`src/rtl/fifo_axis_pkg.sv`:
```
// Shared constants and types for the FIFO-to-AXI-Stream reader and its 2-entry output buffer.
package fifo_axis_pkg;

  localparam int DATA_WIDTH_DEF = 32;
  localparam int PKT_LEN_DEF    = 256;
  localparam int BUF_DEPTH      = 2;
  localparam int CNT_W          = $clog2(BUF_DEPTH + 1);

  typedef logic [CNT_W-1:0] cnt_t;
  // One extra bit so buffered + inflight entries can be summed without wrapping.
  typedef logic [CNT_W:0]   occ_t;

endpackage

```
`src/rtl/fifo_axis_reader_if.sv`:
```
// FIFO read port plus AXI-Stream master bundle; master is the reader, slave is the FIFO/sink side.
interface fifo_axis_reader_if
  import fifo_axis_pkg::*;
#(
  parameter int DATA_WIDTH = DATA_WIDTH_DEF
);

  logic                  fifo_rd_en;
  logic                  fifo_empty;
  logic [DATA_WIDTH-1:0] fifo_dout;
  logic [DATA_WIDTH-1:0] m_axis_tdata;
  logic                  m_axis_tvalid;
  logic                  m_axis_tready;
  logic                  m_axis_tlast;

  modport master (
    output fifo_rd_en,
    input  fifo_empty,
    input  fifo_dout,
    output m_axis_tdata,
    output m_axis_tvalid,
    input  m_axis_tready,
    output m_axis_tlast
  );

  modport slave (
    input  fifo_rd_en,
    output fifo_empty,
    output fifo_dout,
    input  m_axis_tdata,
    input  m_axis_tvalid,
    output m_axis_tready,
    input  m_axis_tlast
  );

endinterface

```
`src/rtl/axis_skid_buf.sv`:
```
// Two-entry in-order output buffer; entry 0 is always the head presented downstream.
module axis_skid_buf
  import fifo_axis_pkg::*;
#(
  parameter int DATA_WIDTH = DATA_WIDTH_DEF
) (
  input  logic                  clk,
  input  logic                  rst,
  input  logic                  push,
  input  logic                  pop,
  input  logic [DATA_WIDTH-1:0] din,
  output logic [DATA_WIDTH-1:0] head,
  output cnt_t                  count
);

  logic [DATA_WIDTH-1:0] mem_q [BUF_DEPTH];
  cnt_t                  count_q;

  // NOTE: the storage is reset as well because the head drives tdata, which must read 0 in reset.
  // NOTE: state is updated with non-blocking assignments so every register samples pre-edge values.
  always_ff @(posedge clk or posedge rst) begin
    if (rst) begin
      for (int i = 0; i < BUF_DEPTH; i++) mem_q[i] <= '0;
      count_q <= '0;
    end else begin
      unique case ({push, pop})
        2'b10: begin
          mem_q[count_q[0]] <= din;
          count_q           <= count_q + cnt_t'(1);
        end
        2'b01: begin
          mem_q[0] <= mem_q[1];
          count_q  <= count_q - cnt_t'(1);
        end
        2'b11: begin
          // Head leaves while a new beat arrives; count is unchanged.
          if (count_q == cnt_t'(BUF_DEPTH)) begin
            mem_q[0] <= mem_q[1];
            mem_q[1] <= din;
          end else begin
            mem_q[0] <= din;
          end
        end
        default: ;
      endcase
    end
  end

  assign head  = mem_q[0];
  assign count = count_q;

  ap_no_overflow: assert property (@(posedge clk) disable iff (rst)
    !(push && !pop && (count_q == cnt_t'(BUF_DEPTH))));

  ap_no_underflow: assert property (@(posedge clk) disable iff (rst)
    !(pop && (count_q == '0)));

endmodule

```
`src/rtl/fifo_axis_reader.sv`:
```
// Drains an async FIFO read port (registered dout) into an AXI-Stream master without bubbles.
// Define FIFO_AXIS_TLAST_EN to generate TLAST every PKT_LEN beats; otherwise TLAST is tied low.
module fifo_axis_reader
  import fifo_axis_pkg::*;
#(
  parameter int DATA_WIDTH = DATA_WIDTH_DEF
`ifdef FIFO_AXIS_TLAST_EN
  , parameter int PKT_LEN  = PKT_LEN_DEF
`endif
) (
  input  logic                    clk,
  input  logic                    rst,
  fifo_axis_reader_if.master      bus
);

  logic rst_done_q;
  logic inflight_q;
  logic pop;
  cnt_t count;
  occ_t occ;

  assign pop = bus.m_axis_tvalid && bus.m_axis_tready;

  // rst_done_q keeps reads off for the first cycle after reset release.
  always_ff @(posedge clk or posedge rst) begin
    if (rst) begin
      rst_done_q <= 1'b0;
      inflight_q <= 1'b0;
    end else begin
      rst_done_q <= 1'b1;
      inflight_q <= bus.fifo_rd_en;
    end
  end

  // NOTE: occ is assigned on every path, so this block cannot infer a latch.
  always_comb begin
    occ = {1'b0, count} + occ_t'(inflight_q) - occ_t'(pop);
  end

  // Only read when the beat still has a guaranteed slot once it lands.
  assign bus.fifo_rd_en    = rst_done_q && !bus.fifo_empty && (occ < occ_t'(BUF_DEPTH));
  assign bus.m_axis_tvalid = (count != '0);

  axis_skid_buf #(
    .DATA_WIDTH (DATA_WIDTH)
  ) u_buf (
    .clk   (clk),
    .rst   (rst),
    .push  (inflight_q),
    .pop   (pop),
    .din   (bus.fifo_dout),
    .head  (bus.m_axis_tdata),
    .count (count)
  );

`ifdef FIFO_AXIS_TLAST_EN
  localparam int BEAT_W = $clog2(PKT_LEN);

  logic [BEAT_W-1:0] beat_q;

  always_ff @(posedge clk or posedge rst) begin
    if (rst) begin
      beat_q <= '0;
    end else if (pop) begin
      beat_q <= (beat_q == BEAT_W'(PKT_LEN - 1)) ? '0 : beat_q + BEAT_W'(1);
    end
  end

  assign bus.m_axis_tlast = bus.m_axis_tvalid && (beat_q == BEAT_W'(PKT_LEN - 1));
`else
  assign bus.m_axis_tlast = 1'b0;
`endif

  ap_rd_not_empty: assert property (@(posedge clk) disable iff (rst)
    !(bus.fifo_rd_en && bus.fifo_empty));

endmodule

```
`src/flat_wrapper.sv`:
```
// flat-port wrapper written by rule: the top's interface ports become plain ports
module fifo_axis_reader_flat import fifo_axis_pkg::*;
#(
  parameter int DATA_WIDTH = DATA_WIDTH_DEF

)
  (clk, rst, bus_fifo_rd_en, bus_fifo_empty, bus_fifo_dout, bus_m_axis_tdata, bus_m_axis_tvalid, bus_m_axis_tready, bus_m_axis_tlast);
  fifo_axis_reader_if #(.DATA_WIDTH(DATA_WIDTH)) bus_i ();
  input  logic clk;
  input  logic rst;
  output wire logic [$bits(bus_i.fifo_rd_en)-1:0] bus_fifo_rd_en;
  input wire logic [$bits(bus_i.fifo_empty)-1:0] bus_fifo_empty;
  input wire logic [$bits(bus_i.fifo_dout)-1:0] bus_fifo_dout;
  output wire logic [$bits(bus_i.m_axis_tdata)-1:0] bus_m_axis_tdata;
  output wire logic [$bits(bus_i.m_axis_tvalid)-1:0] bus_m_axis_tvalid;
  input wire logic [$bits(bus_i.m_axis_tready)-1:0] bus_m_axis_tready;
  output wire logic [$bits(bus_i.m_axis_tlast)-1:0] bus_m_axis_tlast;
  assign bus_fifo_rd_en = bus_i.fifo_rd_en;
  assign bus_i.fifo_empty = bus_fifo_empty;
  assign bus_i.fifo_dout = bus_fifo_dout;
  assign bus_m_axis_tdata = bus_i.m_axis_tdata;
  assign bus_m_axis_tvalid = bus_i.m_axis_tvalid;
  assign bus_i.m_axis_tready = bus_m_axis_tready;
  assign bus_m_axis_tlast = bus_i.m_axis_tlast;
  fifo_axis_reader #(.DATA_WIDTH(DATA_WIDTH)) u_core (.clk(clk), .rst(rst), .bus(bus_i));
endmodule
```
`config.mk`:
```
export PLATFORM = sky130hd
export DESIGN_NAME = fifo_axis_reader_flat
export DESIGN_NICKNAME = d
export VERILOG_FILES = /design/src/rtl/fifo_axis_pkg.sv /design/src/rtl/fifo_axis_reader_if.sv /design/src/rtl/axis_skid_buf.sv /design/src/rtl/fifo_axis_reader.sv /design/src/flat_wrapper.sv
export SDC_FILE = /design/constraint.sdc
export NUM_CORES = 1
export LEC_CHECK = 0
export ABC_AREA = 0
export CORE_MARGIN = 2
export CORE_UTILIZATION = 55
export DETAILED_ROUTE_END_ITERATION = 8
export PLACE_DENSITY = 0.91
export SYNTH_ARGS = -nofsm -noshare
export SYNTH_HDL_FRONTEND = slang
export SYNTH_SLANG_ARGS = --single-unit
export TNS_END_PERCENT = 50
```
`constraint.sdc`:
```
create_clock -name clk -period 5.4 [get_ports clk]
set_input_delay 1.35 -clock clk [delete_from_list [all_inputs] [get_ports clk]]
set_output_delay 1.35 -clock clk [all_outputs]
set_load 0.05 [all_outputs]
```
==> reports/summary.json <==
{
  "io-pin-count": 71,
  "drt_iter0_drc": 168,
  "layout-drive-gt1-share_pct": 15.2,
  "cts-resized-gates": 0,
  "synth.cell_area_sq_um": 3360,
  "synth_cell_type_count": 28,
  "hold_violations": 0,
  "switching_power_mw": 1.30,
  "final_ant_viol_nets": 0,
  "synth.ff_latch_count": 68,
  "placeableCoreArea_sq_um": 5920,
  "clock_path_buffers": 2,
  "reg2reg_from": "u_core.u_buf.count[0]",
  "timing.hold.worst.class": "reg2reg",
  "via_per_inst": 5.88,
  "cts_max_level": 3,
  "ctsHoldBuffers": 0,
  "placement.io_buffers": 69,
  "outcome": "completed",
  "global_route.usage.total_pct": 22.8,
  "clock-root-buffer": "clkbuf_8",
  "timing.critical_path.required_ps": 4050,
  "period_share_pct": 90.4,
  "dieHeight_microns": 82.2,
  "dp.final_hpwl_mm": 4.45,
  "critical_path.max_fanout": 4,
  "cts_num_sinks": 68,
  "power.combinational.fraction_pct": 54.0,
  "initial_core_util_pct": 56.7,
  "nets": 386,
  "drt_wl_total_mm": 7.07,
  "route.vias.total": 2486,
  "synth_enable_flop_cells": 0,
  "worstHoldStart": "u_core.u_buf.mem_q[23]",
  "final_max_slew_viol_count": 0,
  "total_leakage_power_nw": 1.65,
  "cts_tree": "built",
  "number_of_antenna_violations_at_the_first_check_in_global_routing": 0,
  "async_flop_share_pct": 100,
  "number_of_cts_inserted_buffers": 9,
  "cellInternalPower_mw": 1.56,
  "cp_data_arrival_time_ps": 3530,
  "finalSetupTns_ps": 0,
  "max_slew_margin_pct": 31.1,
  "fmax_ghz": 0.205,
  "final_cell_mix": "clkdlybuf4s50_1, dfrtp_1",
  "postCtsSetupRepairBufs": 0,
  "postLayoutCoreUtil_pct": 67.7,
  "seq_power_share_pct": 31.9,
  "yosys_warnings": 0,
  "drv.max_cap_violation_count": 0,
  "power_density_nw_per_um2": 714,
  "worst_slew_pin_slew_ps": 1030,
  "routed_wire_length_per_instance_microns": 16.7,
  "clock_latency_ps": 330,
  "synth_fp_nets": 360,
  "overflow": 0,
  "first_pass_iters": 4,
  "clkTransAtPathRegs_ps": 80,
  "num_antenna_cells": 0,
  "syn_avg_cell_area_sq_um": 10.6,
  "power.switching_fraction_pct": 45.3,
  "drc": 0,
  "worst_setup_path_end_kind": "output pin",
  "postLayoutSetupSlackWorst_ps": 518,
  "synth-main-ff-cell": "dfrtp_1",
  "dp_slack_ps": 485,
  "vias_in_the_first_global_route": 2454,
  "kind_of_launch_point_of_the_worst_setup_path": "input port",
  "timing.critical_path.from": "bus_m_axis_tready",
  "gp_congestion": 0.761,
  "vdd_drop_max_mv": 0.439,
  "rsz0062_at_grt": "no",
  "synthesis.instances": 318,
  "num_rows": 28,
  "timing.final.setup_violations": 0,
  "share_clk_of_total_power_pct": 14.1,
  "critPathKind": "in2out",
  "synth.yosys.seq_area_share_pct": 50.7,
  "final.min_clock_period_ps": 4880,
  "maximum_number_of_pins_on_one_net_before_global_route_repair": 38,
  "fp.dieW_microns": 82.2,
  "grt_first_pass_wirelength_mm": 11.5,
  "area_growth_pct": 19.3,
  "timing.clock.skew_ps": 8.28,
  "floorplan.die_area_sq_um": 6750
}
cells in the mapped netlist (4+ instances only):
cell      instances  area share (%)
a21oi_1          32             4.8
a31oi_1          32             6.0
buf_2             5            0.74
buf_4            34             7.6
buf_6             4             1.3
clkbuf_1         18             2.0
dfrtp_1          68              51
ha_1              5             1.9
inv_1             4            0.45
mux2_1            6             2.0
mux2_2           26             8.7
nand3_1          32             4.8
o21ai_0          32             4.8
kinds of logic after synthesis:
family	synth area share (%)
compound gates	15.7
xor+xnor	1.04
fa+ha+maj	2.46
buf+inv	12.1
flops	50.7
mux	10.7
other cells	0.224
simple gates	7.04
routing by layer:
layer	up-vias	routed length, microns	global-route usage [%]	share of wire, %
li1	1156	-	-	-
met1	1203	2900	28.6	41
met2	110	3530	37.5	50
met3	17	471	4.24	6.7
met4	0	165	12.3	2.3
met5	-	0	0	0
worst max-delay path, stage by stage:
cell and delay (ps):
clkdlybuf4s50_1 440, and2_1 180, ha_1 280, nand2b_1 170
fa_1 380, xor2_1 150, nor3_1 390, buf_12 200
flip-flops by register name, summed over array words and instances, names as in the netlist:
name and cells:
u_core.inflight_q 1, u_core.u_buf.head 32, u_core.rst_done_q 1, u_core.u_buf.count 2, u_core.u_buf.mem_q 32
stage by stage:
stage,hold slack (ps),cell area [sq um],power (mW),instances
floorplan,451,3360,2.21,318
global placement,461,3820,2.41,408
detailed placement,474,3820,2.47,408
CTS,491,4010,2.87,423
global route,499,4010,3.04,423
finish,486,4010,2.86,423
power by group through the flow:
stage | combinational [mW] | clock (mW) | sequential, mW
6_report | 1.54 | 0.404 | 0.912
5_1_grt | 1.66 | 0.433 | 0.940
4_1_cts | 1.55 | 0.412 | 0.911
3_5_place_dp | 1.55 | 0 | 0.916
3_3_place_gp | 1.50 | 0 | 0.904
2_1_floorplan | 1.35 | 0 | 0.866
final timing paths:
kind,slack [ps],cells past startpoint,to
worst min-delay path,490,1,u_core.u_buf.mem_q[23]
max in group asynchronous,3050,3,u_core.u_buf.mem_q[21]
worst min register to register,490,1,u_core.u_buf.mem_q[23]
min in group asynchronous,1430,2,u_core.u_buf.head[26]
worst max register to register,2420,8,u_core.u_buf.head[6]
worst max-delay path,520,8,bus_fifo_rd_en
area by class of cell:
| cell class | count | area (sq um) |
|---|---|---|
| inverters | 4 | 15.0 |
| clock inverters | 5 | 52.6 |
| clock buffers | 10 | 138 |
| repair buffers | 76 | 753 |
| fillers | 452 | 1910 |
| flip-flops and latches | 68 | 1700 |
| multi-input cells | 185 | 1250 |
| well taps | 75 | 93.8 |
Power figures use the tool's default switching activity.
